`config.mk`:
```
export PLATFORM = sky130hd
export DESIGN_NAME = usb_rx_packet_ctrl
export DESIGN_NICKNAME = d
export VERILOG_FILES = /design/src/rtl/usb_rx_packet_ctrl.sv
export SDC_FILE = /design/constraint.sdc
export NUM_CORES = 1
export LEC_CHECK = 0
export ABC_AREA = 1
export BUFFER_PORTS_ARGS = -buffer_cell sky130_fd_sc_hd__buf_2
export CORE_MARGIN = 10
export CORE_UTILIZATION = 29
export CTS_BUF_LIST = sky130_fd_sc_hd__clkbuf_4 sky130_fd_sc_hd__clkbuf_8 sky130_fd_sc_hd__clkbuf_16
export DETAILED_ROUTE_END_ITERATION = 6
export GPL_ROUTABILITY_DRIVEN = 0
export GPL_TIMING_DRIVEN = 0
export MAX_ROUTING_LAYER = met4
export PLACE_DENSITY = 0.46
export SLEW_MARGIN = 25
export SYNTH_ARGS = -nofsm -noshare
export SYNTH_HDL_FRONTEND = slang
export SYNTH_SLANG_ARGS = --single-unit
```
`constraint.sdc`:
```
create_clock -name clk -period 2.3 [get_ports clk]
set_clock_uncertainty 0.15 [all_clocks]
set_input_delay 0.23 -clock clk [delete_from_list [all_inputs] [get_ports clk]]
set_output_delay 0.23 -clock clk [all_outputs]
set_load 0.005 [all_outputs]
```
`src/rtl/usb_rx_packet_ctrl.sv`:
```
// Receive-side packet sequencer: checks the PID, forwards data payload to the AES
// input FIFO while holding back the two CRC bytes, and zero-pads to whole AES blocks.
module usb_rx_packet_ctrl #(
  parameter int MAX_PAYLOAD = 64,
  parameter int BLOCK_BYTES = 16
) (
  input  logic       clk,
  input  logic       rst,
  input  logic       w_enable,
  input  logic [7:0] rcv_data,
  input  logic       eop,
  input  logic       rcv_error,
  input  logic       fifo_full,
  output logic       fifo_wr,
  output logic [7:0] fifo_wdata,
  output logic       enable_pid,
  output logic       enable_data,
  output logic       enable_nondata,
  output logic       enable_pad,
  output logic [3:0] pid_out,
  output logic [6:0] byte_count,
  output logic       packet_done,
  output logic       packet_error,
  output logic [2:0] fsm_state
);

  typedef enum logic [2:0] {
    S_IDLE    = 3'd0,
    S_DATA    = 3'd1,
    S_NONDATA = 3'd2,
    S_PAD     = 3'd3,
    S_ERR     = 3'd4
  } state_t;

  localparam int         FW      = $clog2(BLOCK_BYTES);
  localparam logic [6:0] MAX_CNT = 7'(MAX_PAYLOAD);

  state_t        state;
  logic [7:0]    h0;
  logic [7:0]    h1;
  logic [1:0]    occ;
  logic [FW-1:0] fill;

  logic pid_ok;
  logic pid_is_data;
  logic proto_abort;

  assign pid_ok      = (rcv_data[7:4] == ~rcv_data[3:0]);
  assign pid_is_data = (rcv_data[3:0] == 4'b0011) || (rcv_data[3:0] == 4'b1011);
  // A byte and an end-of-packet in the same cycle cannot be ordered, so the packet is dropped.
  assign proto_abort = rcv_error || (w_enable && eop);
  assign fsm_state   = state;

  always_ff @(posedge clk) begin
    if (rst) begin
      state          <= S_IDLE;
      h0             <= 8'h00;
      h1             <= 8'h00;
      occ            <= 2'd0;
      fill           <= '0;
      fifo_wr        <= 1'b0;
      fifo_wdata     <= 8'h00;
      enable_pid     <= 1'b0;
      enable_data    <= 1'b0;
      enable_nondata <= 1'b0;
      enable_pad     <= 1'b0;
      pid_out        <= 4'h0;
      byte_count     <= 7'd0;
      packet_done    <= 1'b0;
      packet_error   <= 1'b0;
    end else begin
      fifo_wr        <= 1'b0;
      enable_pid     <= 1'b0;
      enable_nondata <= 1'b0;
      enable_pad     <= 1'b0;
      packet_done    <= 1'b0;
      packet_error   <= 1'b0;

      case (state)
        S_IDLE: begin
          if (w_enable) begin
            if (!pid_ok) begin
              packet_error <= 1'b1;
              state        <= S_ERR;
            end else begin
              enable_pid <= 1'b1;
              pid_out    <= rcv_data[3:0];
              if (pid_is_data) begin
                state       <= S_DATA;
                enable_data <= 1'b1;
                byte_count  <= 7'd0;
                occ         <= 2'd0;
                h0          <= 8'h00;
                h1          <= 8'h00;
              end else begin
                state <= S_NONDATA;
              end
            end
          end
        end

        S_DATA: begin
          if (proto_abort) begin
            packet_error <= 1'b1;
            enable_data  <= 1'b0;
            state        <= S_ERR;
          end else if (eop) begin
            // Whatever sits in the hold register is the CRC and is simply dropped.
            occ <= 2'd0;
            if (occ != 2'd2) begin
              packet_error <= 1'b1;
              enable_data  <= 1'b0;
              state        <= S_IDLE;
            end else if (byte_count[FW-1:0] == '0) begin
              packet_done <= 1'b1;
              enable_data <= 1'b0;
              state       <= S_IDLE;
            end else begin
              state <= S_PAD;
              if (!fifo_full) begin
                fifo_wr    <= 1'b1;
                fifo_wdata <= 8'h00;
                enable_pad <= 1'b1;
                fill       <= byte_count[FW-1:0] + 1'b1;
              end else begin
                fill <= byte_count[FW-1:0];
              end
            end
          end else if (w_enable) begin
            if (occ == 2'd2) begin
              if (fifo_full || (byte_count == MAX_CNT)) begin
                packet_error <= 1'b1;
                enable_data  <= 1'b0;
                state        <= S_ERR;
              end else begin
                fifo_wr    <= 1'b1;
                fifo_wdata <= h0;
                byte_count <= byte_count + 7'd1;
                h0         <= h1;
                h1         <= rcv_data;
              end
            end else begin
              if (occ == 2'd0) h0 <= rcv_data;
              else             h1 <= rcv_data;
              occ <= occ + 2'd1;
            end
          end
        end

        S_NONDATA: begin
          if (proto_abort) begin
            packet_error <= 1'b1;
            state        <= S_ERR;
          end else if (eop) begin
            enable_nondata <= 1'b1;
            packet_done    <= 1'b1;
            state          <= S_IDLE;
          end
        end

        S_PAD: begin
          // fill tracks (byte_count + pad bytes) modulo the block size.
          if (rcv_error) begin
            packet_error <= 1'b1;
            enable_data  <= 1'b0;
            state        <= S_ERR;
          end else if (fill == '0) begin
            packet_done <= 1'b1;
            enable_data <= 1'b0;
            state       <= S_IDLE;
          end else if (!fifo_full) begin
            fifo_wr    <= 1'b1;
            fifo_wdata <= 8'h00;
            enable_pad <= 1'b1;
            fill       <= fill + 1'b1;
          end
        end

        S_ERR: begin
          if (eop) state <= S_IDLE;
        end

        default: state <= S_IDLE;
      endcase
    end
  end

endmodule

```
======== Yosys cells after proc, flatten, opt, wreduce, memory -nomap -nowiden ========
Index checks and enable logic that the tools add are counted.
operators by class
  $add $sub $neg .......................... 4
  eq/ne operators ......................... 38
  mux-type cells .......................... 117
  bitwise operators ....................... 4
  reductions and logical operators ........ 22
operator list
  kind                                                             count
  8-bit two-way mux                                                25
  7-bit two-way mux                                                8
  8-bit case mux with 2 select lines                               3
  9-bit AND reduction                                              5
  1-bit two-way mux                                                43
  3-bit two-way mux                                                11
  4-bit two-way mux                                                8
  2-bit != test, second input constant                             15
  3-bit != test, second input constant                             10
  2-bit two-way mux                                                10
  3-bit case mux with 5 select lines                               1
  7-bit case mux with 2 select lines                               1
  4-bit != test, second input constant                             3
  4-bit by 1-bit adder with 4-bit output, second input constant    2
  4-bit zero test                                                  2
  4-bit case mux with 2 select lines                               1
  8-bit AND reduction                                              1
  7-bit by 1-bit adder with 7-bit output, second input constant    1
  7-bit == test, second input constant                             1
  7-bit AND reduction                                              1
  3-bit by 2-bit == test with 1-bit output, second input constant  2
  1-bit case mux with 3 select lines                               2
  5-bit != test, second input constant                             1
  5-bit AND reduction                                              1
  21 further kinds                                                 27
word-level totals
  bits in registers ....................... 51
  output and inout port bits .............. 29
  logic and storage cells ................. 200

======== Depth between registers and ports, before layout ========
Gate-level depths: netlist of the first run.
  depth after elaboration ................. 8
  gate-level depth with buffers ........... 13
  depth with buffers taken out ............ 13

======== Worst setup path before layout of the first run ========
OpenSTA, ideal clock, no wires.
  path type ............................... flip-flop to flip-flop
  from .................................... register byte_count[0]
  to ...................................... register byte_count[6]
  library setup time ...................... 0.120 ns
  arrival ................................. 1.573 ns
  slack ................................... 0.457 ns
  cell stages (with the launch flop) ...... 14
  period minus slack after synthesis ...... 1.843 ns
  cell sequence ........................... dfxtp_1 -> inv_1 -> ha_1 -> nand2_1 -> nor2_1 -> nand2_1 -> nand2_1 -> nand2_1 -> nand3_2 -> nor2_4 -> buf_4 -> nand3_1 -> nand2_1 -> nor2_1
between the ends
  cells in the longest elaborated chain, start to end .. 7
  elaborated cells on any way between the ends .. 11
  those cells by class .................... add/sub: 1; eq/ne: 2; mux: 6; reduce/logical: 2
RTL lines
  element                                 line  RTL
  start: declaration                      21    output logic [6:0] byte_count,
  start signal: assignment                138   byte_count <= byte_count + 7'd1;
  7-bit by 1-bit adder with 7-bit output  138
  7-bit two-way mux                       131   if (fifo_full || (byte_count == MAX_CNT)) begin
  7-bit two-way mux                       130   if (occ == 2'd2) begin
  7-bit two-way mux                       129   end else if (w_enable) begin
  7-bit two-way mux                       107   end else if (eop) begin
  7-bit two-way mux                       103   if (proto_abort) begin
  7-bit case mux with 2 select lines      79    case (state)
Several ways; a longest one is shown, not always the timed one. The select of a mux whose other input is x is not followed.
A chain may end at the register's enable or synchronous reset.

======== Worst setup path after layout of the first run ========
  from .................................... register byte_count[1]
  to ...................................... register byte_count[6]
The elaborated chain is that of the path after synthesis.

==> results of run 1 <==
## kinds of logic after synthesis
kind of cell    share of synthesized area (%)
buf+inv                                  8.67
xor+xnor                                0.583
fa+ha+maj                                2.50
flops                                    34.0
compound gates                           14.0
simple gates                             40.2
## where the power goes
| group | switching [mW] | internal (mW) |
|---|---|---|
| Combinational | 0.204 | 0.108 |
| Clock | 0.308 | 0.209 |
| Sequential | 0.0235 | 0.918 |
| Total | 0.536 | 1.24 |
## state kept, by name, indices dropped and copies added, names as in the netlist, 2 cells and up
| name | count |
|---|---|
| h0 | 8 |
| fill | 4 |
| fsm_state | 3 |
| occ | 2 |
| byte_count | 7 |
| fifo_wdata | 8 |
| pid_out | 4 |
| h1 | 8 |
## layout make-up
type	instances	area (µm²)	share of cell area [%]
Multi-Input combinational cell	349	1730	49.7
Inverter	45	171	4.92
Tap cell	136	170	4.89
Buffer	15	88.8	2.55
Timing Repair Buffer	42	215	6.18
Sequential cell	51	1020	29.4
Clock inverter	2	13.8	0.395
Clock buffer	5	68.8	1.98
## per-stage QoR
stage | cell area [µm²] | instances | utilization, %
3_5_place_dp | 3380 | 637 | 33.2
2_1_floorplan | 3000 | 460 | -
5_1_grt | 3480 | 645 | 34.2
3_3_place_gp | 3380 | 637 | 33.2
6_report | 3480 | 645 | 34.2
4_1_cts | 3470 | 645 | 34.1
## cell usage in the layout (no fill, tap or decap), types with 10 or more instances in the layout
cell type and n:
a21oi_1 26, buf_2 42, dfxtp_1 50, inv_1 33, inv_2 10, nand2_1 128
nand3_1 38, nor2_1 72, o21ai_0 21
## worst min-delay path: cells and delay by family
kind | cells | cell delay, ns
AOI/OAI and AO/OA | 1 | 0.07
buffers and inverters | 2 | 0.19
## metal layers
metal,share of wire [%],global-route usage (%)
met1,50,15.6
met4,1.5,3.06
met5,0,-
met2,45,18.6
met3,3.3,1.57
## repair_timing
item                                   4_1_cts  5_1_grt
hold buffers                                 1        0
setup endpoints to repair                    0       16
endpoints found under the hold margin        2        0
gates resized for setup                      0        3
## worst paths after layout
| check | start | to | cells after the start |
|---|---|---|---|
| max | byte_count[1]$_SDFFE_PP0P_ | byte_count[6]$_SDFFE_PP0P_ | 13 |
| min reg2reg | occ[0]$_SDFFE_PP0P_ | occ[0]$_SDFFE_PP0P_ | 2 |
| min | rcv_data[3] | pid_out[3]$_SDFFE_PP0P_ | 3 |
| max reg2reg | byte_count[1]$_SDFFE_PP0P_ | byte_count[6]$_SDFFE_PP0P_ | 13 |
==> summary.txt, run 1 <==
Clocking
  – TritonCTS clock tree: yes
  – Clk slew on worst S/H paths: 0.10 ns
  – CTS root buffer: clkbuf_8
  – Worst-Skew Late Latency: a little over 0.3 ns
  – Post-CTS setup buffers: 0
  – Clk sink count: between 50 and 60
  – Max clock buf depth: 2
  – CTS Buf Count: 5
  – H-tree Lvls: 2

Critical path
  – WP buf/inv: 2
  – CP max FO: 10
  – Slowest cell delay on critical path: about 0.45 ns
  – FF-to-FF setup slack: a little over 0.2 ns
  – Most used cell, CP: nand2_1
  – CP arrival: 2.14 ns
  – Slowest cell on the critical path: dfxtp_1
  – Cell family with most CP delay: simple AND/OR/NAND/NOR gates
  – CP Launch Type: flip-flop
  – Critical path, cell by cell: inv_1 > ha_1 > nand2_1 > nor2_1 > nand2_1 > nand2_1 > nand2_1 > nand3_2 > nor2_4 > buf_4 > nand3_1 > nand2_1 > nor2_1
  – Critical path capture point type: flip-flop
  – Worst Path Class, Setup: reg -> reg
  – Required @ worst endpoint: between 2 and 2.5 ns

Routing
  – Initial DRC count: about 200
  – Via Count: a little under 3,000
  – Drt total wl: about 8.5 mm
  – DRC violations left: 0
  – Vias/cell: approximately 4.6
  – WL per Instance: between 10 and 15 µm
  – Post-route antenna net violation count: 0
  – Pre-antenna DRT Iters: 4

Synth
  – Distinct cell type count after synthesis: 37
  – Yosys reg bits: 51
  – Mapped Area: roughly 3000 µm²
  – Post-synthesis sequential area ratio: approximately 34%
  – Asr flop ratio synth: 0%
  – Synth Instances: 460
  – Ys flop type: dfxtp_1
  – Post-synth EDFFs: 0
  – Top-count cell post-synth: nand2_1
  – Yosys warns: 0
  – Cell taking the most area after synthesis: dfxtp_1
  – Ranking of synthesized cells by area: dfxtp_1, nand2_1, nor2_1
  – Synth top cells by count: nand2_1, nor2_1, dfxtp_1, nand3_1, inv_1
  – Synthesized net count: 480
  – Avg Inst Size Synth: roughly 6.5 µm²
  – Yosys top cell area share: between 30 and 40%

Floorplanning
  – Chip width: approximately 120 µm
  – Top-level port count: 43
  – Core area: roughly 10,000 µm²
  – Die Height: approximately 120 µm
  – Die ar.: about 15,000 µm²
  – Starting Density: between 20% and 30%
  – # rows: 37

Timing
  – Slew margin rel.: roughly three fifths
  – PnR worst setup slack: 0.204 ns
  – Final setup violation count: 0
  – Worst hold margin: ~0.067 ns
  – Fin crit share: 91.1%
  – Slew Limit Fails: 0
  – RSZ-0062 raised after global routing: no
  – Final TNS setup: 0 ns
  – Slew @ Worst Pin: about 0.6 ns
  – Final hold violations: 0
  – Top achievable clock speed: between 0.4 and 0.5 GHz
  – Final Critical Period: approximately 2.1 ns

Job
  – Max Cap Viol: 0

Power
  – Leak pwr: 1.56 nW
  – Overall power: 1.77 mW
  – VDD IR max: around 0.24 mV
  – Power Density: a little over 500 nW/µm²

Layout
  – Fillers: 1,147
  – Area Growth Syn to Fin: 16.0%
  – Antenna cells: 0
  – Share of layout cells above drive strength 1: approximately 18%
  – Final net count: 529

Place
  – Place WS: ~0.16 ns
  – DPL Wire Length: ~6.6 mm
  – Port bufs: approximately 40

Outcome
  – Status: completed

Global route
  – Total global routing track utilization: 11.8%
  – Largest net degree at the start of global routing: 16
  – Antenna violations before repair: 0
  – First-pass GRT wire length: about 14 mm
  – Total congestion overflow: 0
  – Vias in the first global route: between 2,000 and 3,000

Hold path
  – Min-delay worst type: in -> reg
Note: power is estimated with default switching activity, not from simulation.
==> inputs of run 2 (changes only) <==
--- a/config.mk
+++ b/config.mk
@@ -6,7 +6,7 @@
 export NUM_CORES = 1
 export LEC_CHECK = 0
 export ABC_AREA = 1
-export BUFFER_PORTS_ARGS = -buffer_cell sky130_fd_sc_hd__buf_2
+export BUFFER_PORTS_ARGS = -buffer_cell sky130_fd_sc_hd__buf_4
 export CORE_MARGIN = 10
 export CORE_UTILIZATION = 29
 export CTS_BUF_LIST = sky130_fd_sc_hd__clkbuf_4 sky130_fd_sc_hd__clkbuf_8 sky130_fd_sc_hd__clkbuf_16
==> summary.txt, run 2 (synthesis results as in run 1) <==
Clocking
  – Clk slew on worst S/H paths: 0.10 ns (about the same)
  – CTS Buf Count: 5 (unchanged)
  – TritonCTS clock tree: yes (unchanged)
  – H-tree Lvls: 2 (unchanged)
  – Worst-Skew Late Latency: 0.30 ns (was 0.31 ns)
  – CTS root buffer: clkbuf_8 (unchanged)
  – Max clock buf depth: 2 (unchanged)
  – Clk sink count: 51 (unchanged)
  – Post-CTS setup buffers: 0 (unchanged)

Floorplanning
  – Starting Density: 29.5% (unchanged)
  – Core area: 10,200 µm² (unchanged)
  – Die ar.: 14,800 µm² (unchanged)
  – Die Height: 122 µm (unchanged)
  – # rows: 37 (unchanged)
  – Top-level port count: 43 (unchanged)
  – Chip width: 122 µm (unchanged)

Critical path
  – CP Launch Type: flip-flop (unchanged)
  – Critical path capture point type: flip-flop (unchanged)
  – CP arrival: 2.13 ns (was 2.14 ns)
  – Cell family with most CP delay: simple AND/OR/NAND/NOR gates (unchanged)
  – CP max FO: 6 (was 10)
  – Critical path, cell by cell: inv_1 > ha_2 > inv_1 > nor3_2 > nand2_1 > a21oi_2 > nand3_1 > o21ai_1 > nor2_1 (was inv_1 > ha_1 > nand2_1 > nor2_1 > nand2_1 > nand2_1 > nand2_1 > nand3_2 > nor2_4 > buf_4 > nand3_1 > nand2_1 > nor2_1)
  – Slowest cell on the critical path: dfxtp_1 (unchanged)
  – FF-to-FF setup slack: 0.20 ns (about the same)
  – Required @ worst endpoint: 2.32 ns (was 2.34 ns)
  – WP buf/inv: 2 (unchanged)
  – Most used cell, CP: inv_1 (was nand2_1)
  – Worst Path Class, Setup: reg -> reg (unchanged)
  – Slowest cell delay on critical path: 0.32 ns (was 0.45 ns)

Power
  – Leak pwr: 1.57 nW (was 1.56 nW)
  – Gate power share: 18.1% (was 17.7%)
  – Power Density: 499 nW/µm² (was 509 nW/µm²)
  – Psw: 0.538 mW (was 0.536 mW)
  – Overall power: 1.79 mW (was 1.77 mW)
  – Clock network power share: 29.1% (was 29.2%)
  – Part of the power in registers: 52.8% (was 53.1%)
  – Sw frac: 30.1% (was 30.3%)
  – Internal Dissipation: 1.25 mW (was 1.24 mW)
  – VDD IR max: 0.234 mV (was 0.244 mV)

Routing
  – DRC violations left: 0 (unchanged)
  – WL per Instance: 13.2 µm (about the same)
  – Initial DRC count: 166 (was 205)
  – Vias/cell: 4.61 (was 4.58)
  – Pre-antenna DRT Iters: 4 (unchanged)
  – Drt total wl: 8.49 mm (about the same)
  – Post-route antenna net violation count: 0 (unchanged)
  – Via Count: 2,972 (was 2,957)

Timing
  – Slew @ Worst Pin: 0.587 ns (was 0.602 ns)
  – RSZ-0062 raised after global routing: no (unchanged)
  – Worst hold margin: 0.0714 ns (was 0.0673 ns)
  – Slew Limit Fails: 0 (unchanged)
  – Slew margin rel.: 60.9% (was 59.9%)
  – Final TNS setup: 0 ns (unchanged)
  – PnR worst setup slack: 0.196 ns (was 0.204 ns)
  – Final Critical Period: 2.10 ns (about the same)
  – Fin crit share: 91.5% (was 91.1%)
  – Top achievable clock speed: 0.475 GHz (was 0.477 GHz)
  – Final setup violation count: 0 (unchanged)
  – Final hold violations: 0 (unchanged)

Outcome
  – Status: completed (unchanged)

Job
  – Max Cap Viol: 0 (unchanged)

Hold path
  – Min-delay worst type: in -> reg (unchanged)

Layout
  – Most common cell after layout, fill and taps aside: nand2_1 (unchanged)
  – Antenna cells: 0 (unchanged)
  – Fillers: 1,147 (unchanged)
  – Commonest cells after routing, fill and taps aside: nand2_1, nor2_1, dfxtp_1 (unchanged)
  – Fin cells: 645 (unchanged)
  – Multi-input gate area: 1720 µm² (was 1730 µm²)
  – Top Registers: fifo_wdata x8, h0 x8, h1 x8 (unchanged)
  – Register area: 1020 µm² (unchanged)
  – Final net count: 529 (unchanged)
  – Area Growth Syn to Fin: 19.1% (was 16.0%)
  – Share of layout cells above drive strength 1: 17.9% (unchanged)

Global route
  – Total congestion overflow: 0 (unchanged)
  – First-pass GRT wire length: 14.1 mm (was 14.0 mm)
  – Largest net degree at the start of global routing: 16 (unchanged)
  – Total global routing track utilization: 11.8% (about the same)
  – Vias in the first global route: 2,868 (was 2,812)
  – Antenna violations before repair: 0 (unchanged)

Place
  – Dpl cells: 637 (unchanged)
  – Place WS: 0.120 ns (was 0.155 ns)
  – Port bufs: 41 (unchanged)
  – DPL Wire Length: 6.59 mm (was 6.60 mm)
run 2: area by class of cell:
cell class | count | area share [%]
Sequential cell | 51 | 28.6
Buffer | 15 | 2.48
Clock buffer | 5 | 1.92
Timing Repair Buffer | 42 | 8.88
Clock inverter | 2 | 0.385
Multi-Input combinational cell | 349 | 48.2
Tap cell | 136 | 4.76
Inverter | 45 | 4.79
run 2: timing repair:
item                                    CTS  global route
endpoints found under the setup margin    0            24
endpoints found under the hold margin     2             0
hold buffers                              1             0
resized for setup                         0             2
run 2: power by group through the flow:
| stage | clock [mW] | sequential (mW) | combinational [mW] |
|---|---|---|---|
| after CTS | 0.548 | 0.943 | 0.327 |
| final | 0.520 | 0.943 | 0.323 |
| after global placement | 0 | 0.962 | 0.324 |
| after detailed placement | 0 | 0.963 | 0.325 |
| after global routing | 0.578 | 0.949 | 0.371 |
| after floorplan | 0 | 0.959 | 0.220 |
run 2: metrics by stage:
| stage | util [%] | area, µm² |
|---|---|---|
| floorplan | - | 3000 |
| global placement | 34.2 | 3480 |
| detailed placement | 34.2 | 3480 |
| CTS | 35.1 | 3570 |
| global route | 35.1 | 3580 |
| finish | 35.1 | 3580 |
run 2: final timing paths:
path                       startpoint                 endpoint  cells past startpoint
setup / recovery  occ[0]$_SDFFE_PP0P_     fill[0]$_SDFFE_PP0P_                      9
hold / removal            rcv_data[1]  pid_out[1]$_SDFFE_PP0P_                      3
setup reg to reg  occ[0]$_SDFFE_PP0P_     fill[0]$_SDFFE_PP0P_                      9
hold reg to reg    h0[3]$_SDFFE_PP0P_       h0[3]$_SDFFE_PP0P_                      2
run 2: per-layer routing:
metal | vias to the layer above | GRT usage (%) | wire [µm] | share of wire, %
met4 | 0 | 2.91 | 70 | 0.82
met3 | 4 | 1.94 | 345 | 4.1
met2 | 54 | 18.8 | 3900 | 46
li1 | 1589 | - | - | -
met5 | - | - | 0 | 0
met1 | 1325 | 15.3 | 4170 | 49
run 2: tightest hold or removal path, cell delays in order:
cell	delay, ns
buf_4	0.14
inv_2	0.06
a211oi_1	0.06
==> inputs of run 3 (changes only) <==
==> constraint.sdc (replaced) <==
create_clock -name clk -period 2.5 [get_ports clk]
set_clock_uncertainty 0.15 [all_clocks]
set_input_delay 0.25 -clock clk [delete_from_list [all_inputs] [get_ports clk]]
set_output_delay 0.25 -clock clk [all_outputs]
set_load 0.005 [all_outputs]
==> summary.txt, run 3 (synthesis results as in run 1) <==
Outcome
  – Status: completed (unchanged)

Critical path
  – Worst reg2reg path depth: 9 (unchanged)
  – WP buf/inv: 2 (unchanged)
  – Slowest cell delay on critical path: 0.33 ns (was 0.32 ns)
  – CP Launch Type: flip-flop (unchanged)
  – Critical path, cell by cell: inv_1 > ha_1 > inv_1 > nor3_2 > nand2_1 > a21oi_2 > nand3_1 > o21ai_1 > nor2_1 (was inv_1 > ha_2 > inv_1 > nor3_2 > nand2_1 > a21oi_2 > nand3_1 > o21ai_1 > nor2_1)
  – Reg-to-reg critical path startpoint: occ[0]$_SDFFE_PP0P_ (unchanged)
  – Slowest cell on the critical path: ha_1 (was dfxtp_1)
  – CP arrival: 2.23 ns (was 2.13 ns)
  – R2r endpoint: fill[0]$_SDFFE_PP0P_ (unchanged)
  – Cell family with most CP delay: simple AND/OR/NAND/NOR gates (unchanged)
  – CP max FO: 6 (unchanged)
  – Most used cell, CP: inv_1 (unchanged)
  – Worst Path Class, Setup: reg -> reg (unchanged)
  – Critical path capture point type: flip-flop (unchanged)
  – Setup crit start: occ[0]$_SDFFE_PP0P_ (unchanged)
  – FF-to-FF setup slack: 0.29 ns (was 0.20 ns)
  – Required @ worst endpoint: 2.52 ns (was 2.32 ns)

Layout
  – Area Growth Syn to Fin: 19.0% (was 19.1%)
  – Util after Layout: 35.1% (about the same)
  – Design area: 3570 µm² (was 3580 µm²)
  – Share of layout cells above drive strength 1: 17.5% (was 17.9%)
  – Most common cell after layout, fill and taps aside: nand2_1 (unchanged)
  – Top Registers: fifo_wdata x8, h0 x8, h1 x8 (unchanged)
  – Final net count: 529 (unchanged)
  – Antenna cells: 0 (unchanged)
  – Commonest cells after routing, fill and taps aside: nand2_1, nor2_1, dfxtp_1 (unchanged)

Job
  – Max Cap Viol: 0 (unchanged)

Clocking
  – Clk slew on worst S/H paths: 0.10 ns (about the same)
  – Post-CTS sizing: 0 (unchanged)
  – Max clock buf depth: 2 (unchanged)
  – CTS Buf Count: 5 (unchanged)
  – Clk sink count: 51 (unchanged)
  – H-tree Lvls: 2 (unchanged)
  – Worst-Skew Late Latency: 0.30 ns (about the same)
  – CTS root buffer: clkbuf_8 (unchanged)
  – TritonCTS clock tree: yes (unchanged)

Floorplanning
  – Starting Density: 29.5% (unchanged)
  – Die ar.: 14,800 µm² (unchanged)
  – Chip width: 122 µm (unchanged)
  – Top-level port count: 43 (unchanged)
  – Die Height: 122 µm (unchanged)
  – Core area: 10,200 µm² (unchanged)
  – # rows: 37 (unchanged)

Hold path
  – Worst hold endpoint: pid_out[1]$_SDFFE_PP0P_ (unchanged)
  – Min-delay worst type: in -> reg (unchanged)
  – Worst hold path depth: 3 (unchanged)
  – HP Start: rcv_data[1] (unchanged)

Routing
  – DRC violations left: 0 (unchanged)
  – Via Count: 2,978 (was 2,972)
  – Initial DRC count: 164 (was 166)
  – Post-route antenna net violation count: 0 (unchanged)
  – Vias/cell: 4.62 (was 4.61)
  – Pre-antenna DRT Iters: 4 (unchanged)
  – Drt total wl: 8.51 mm (was 8.49 mm)
  – WL per Instance: 13.2 µm (about the same)

Power
  – Psw: 0.494 mW (was 0.538 mW)
  – Internal Dissipation: 1.15 mW (was 1.25 mW)
  – Leak pwr: 1.57 nW (about the same)
  – Overall power: 1.64 mW (was 1.79 mW)
  – VDD IR max: 0.215 mV (was 0.234 mV)
  – Power Density: 460 nW/µm² (was 499 nW/µm²)
  – Clock network power share: 29.1% (about the same)
  – Sw frac: 30.1% (about the same)
  – Part of the power in registers: 52.8% (about the same)
  – Gate power share: 18.1% (about the same)

Global route
  – Antenna violations before repair: 0 (unchanged)
  – Total congestion overflow: 0 (unchanged)
  – Largest net degree at the start of global routing: 16 (unchanged)
  – First-pass GRT wire length: 14.1 mm (unchanged)
  – Vias in the first global route: 2,868 (unchanged)
  – Total global routing track utilization: 11.8% (unchanged)

Place
  – DPL Wire Length: 6.59 mm (unchanged)
  – Place WS: 0.320 ns (was 0.120 ns)
  – Port bufs: 41 (unchanged)
  – Cell Area, Placed: 3480 µm² (unchanged)

Timing
  – Slew Limit Fails: 0 (unchanged)
  – Slew @ Worst Pin: 0.577 ns (was 0.587 ns)
  – Final setup violation count: 0 (unchanged)
  – PnR worst setup slack: 0.295 ns (was 0.196 ns)
  – Final TNS setup: 0 ns (unchanged)
  – Slew margin rel.: 61.6% (was 60.9%)
  – RSZ-0062 raised after global routing: no (unchanged)
  – Final Critical Period: 2.21 ns (was 2.10 ns)
  – Top achievable clock speed: 0.453 GHz (was 0.475 GHz)
  – Final hold violations: 0 (unchanged)
  – Fin crit share: 88.2% (was 91.5%)
[run 3: changes by cell type in the layout (fill, tap and decap cells not counted)]
cell,change
ha_1,+1
dfxtp_2,-1
ha_2,-1
dfxtp_1,+1
[run 3: power groups by stage]
stage	Sequential (mW)	Clock [mW]	Combinational, mW
CTS	0.868	0.504	0.301
detailed placement	0.886	0	0.299
finish	0.867	0.478	0.297
global placement	0.885	0	0.298
global route	0.873	0.532	0.341
floorplan	0.883	0	0.202
[run 3: cell type report]
class,count,area (µm²)
Fill cell,1147,6610
Multi-Input combinational cell,349,1720
Sequential cell,51,1020
Timing Repair Buffer,42,318
Inverter,45,171
Tap cell,136,170
Buffer,15,88.8
Clock buffer,5,68.8
Clock inverter,2,13.8
[run 3: how the worst max path moves through the flow]
stage	depth (start not counted)	slack, ns	endpoint
2_1_floorplan	13	0.66	byte_count[6]$_SDFFE_PP0P_
3_3_place_gp	9	0.36	fill[0]$_SDFFE_PP0P_
3_5_place_dp	9	0.32	fill[0]$_SDFFE_PP0P_
4_1_cts	9	0.29	fill[0]$_SDFFE_PP0P_
5_1_grt	9	0.11	fill[0]$_SDFFE_PP0P_
6_report	9	0.29	fill[0]$_SDFFE_PP0P_
[run 3: repair_timing]
action,in CTS,in global routing
buffers inserted,0,0
hold buffers,1,0
endpoints found under the hold margin,2,0
[run 3: per-stage QoR]
step                      hold WS, ns  cells
after floorplan                 0.178    460
after global placement          0.299    637
after detailed placement        0.301    637
after CTS                      0.0743    645
after global routing           0.0776    645
final                          0.0926    645
[run 3: worst reg2reg max path: stages (launching register included)]
cell and delay (ns):
dfxtp_1 0.32, inv_1 0.09, ha_1 0.33, inv_1 0.20
nor3_2 0.26, nand2_1 0.18, a21oi_2 0.29, nand3_1 0.12
o21ai_1 0.09, nor2_1 0.04
[run 3: routing by layer]
| metal | track usage, % | part of all wire [%] | up-vias |
|---|---|---|---|
| met5 | - | 0 | - |
| met4 | 2.91 | 0.85 | 0 |
| met3 | 1.94 | 3.3 | 6 |
| met2 | 18.8 | 46 | 47 |
| met1 | 15.3 | 50 | 1335 |
| li1 | - | - | 1590 |
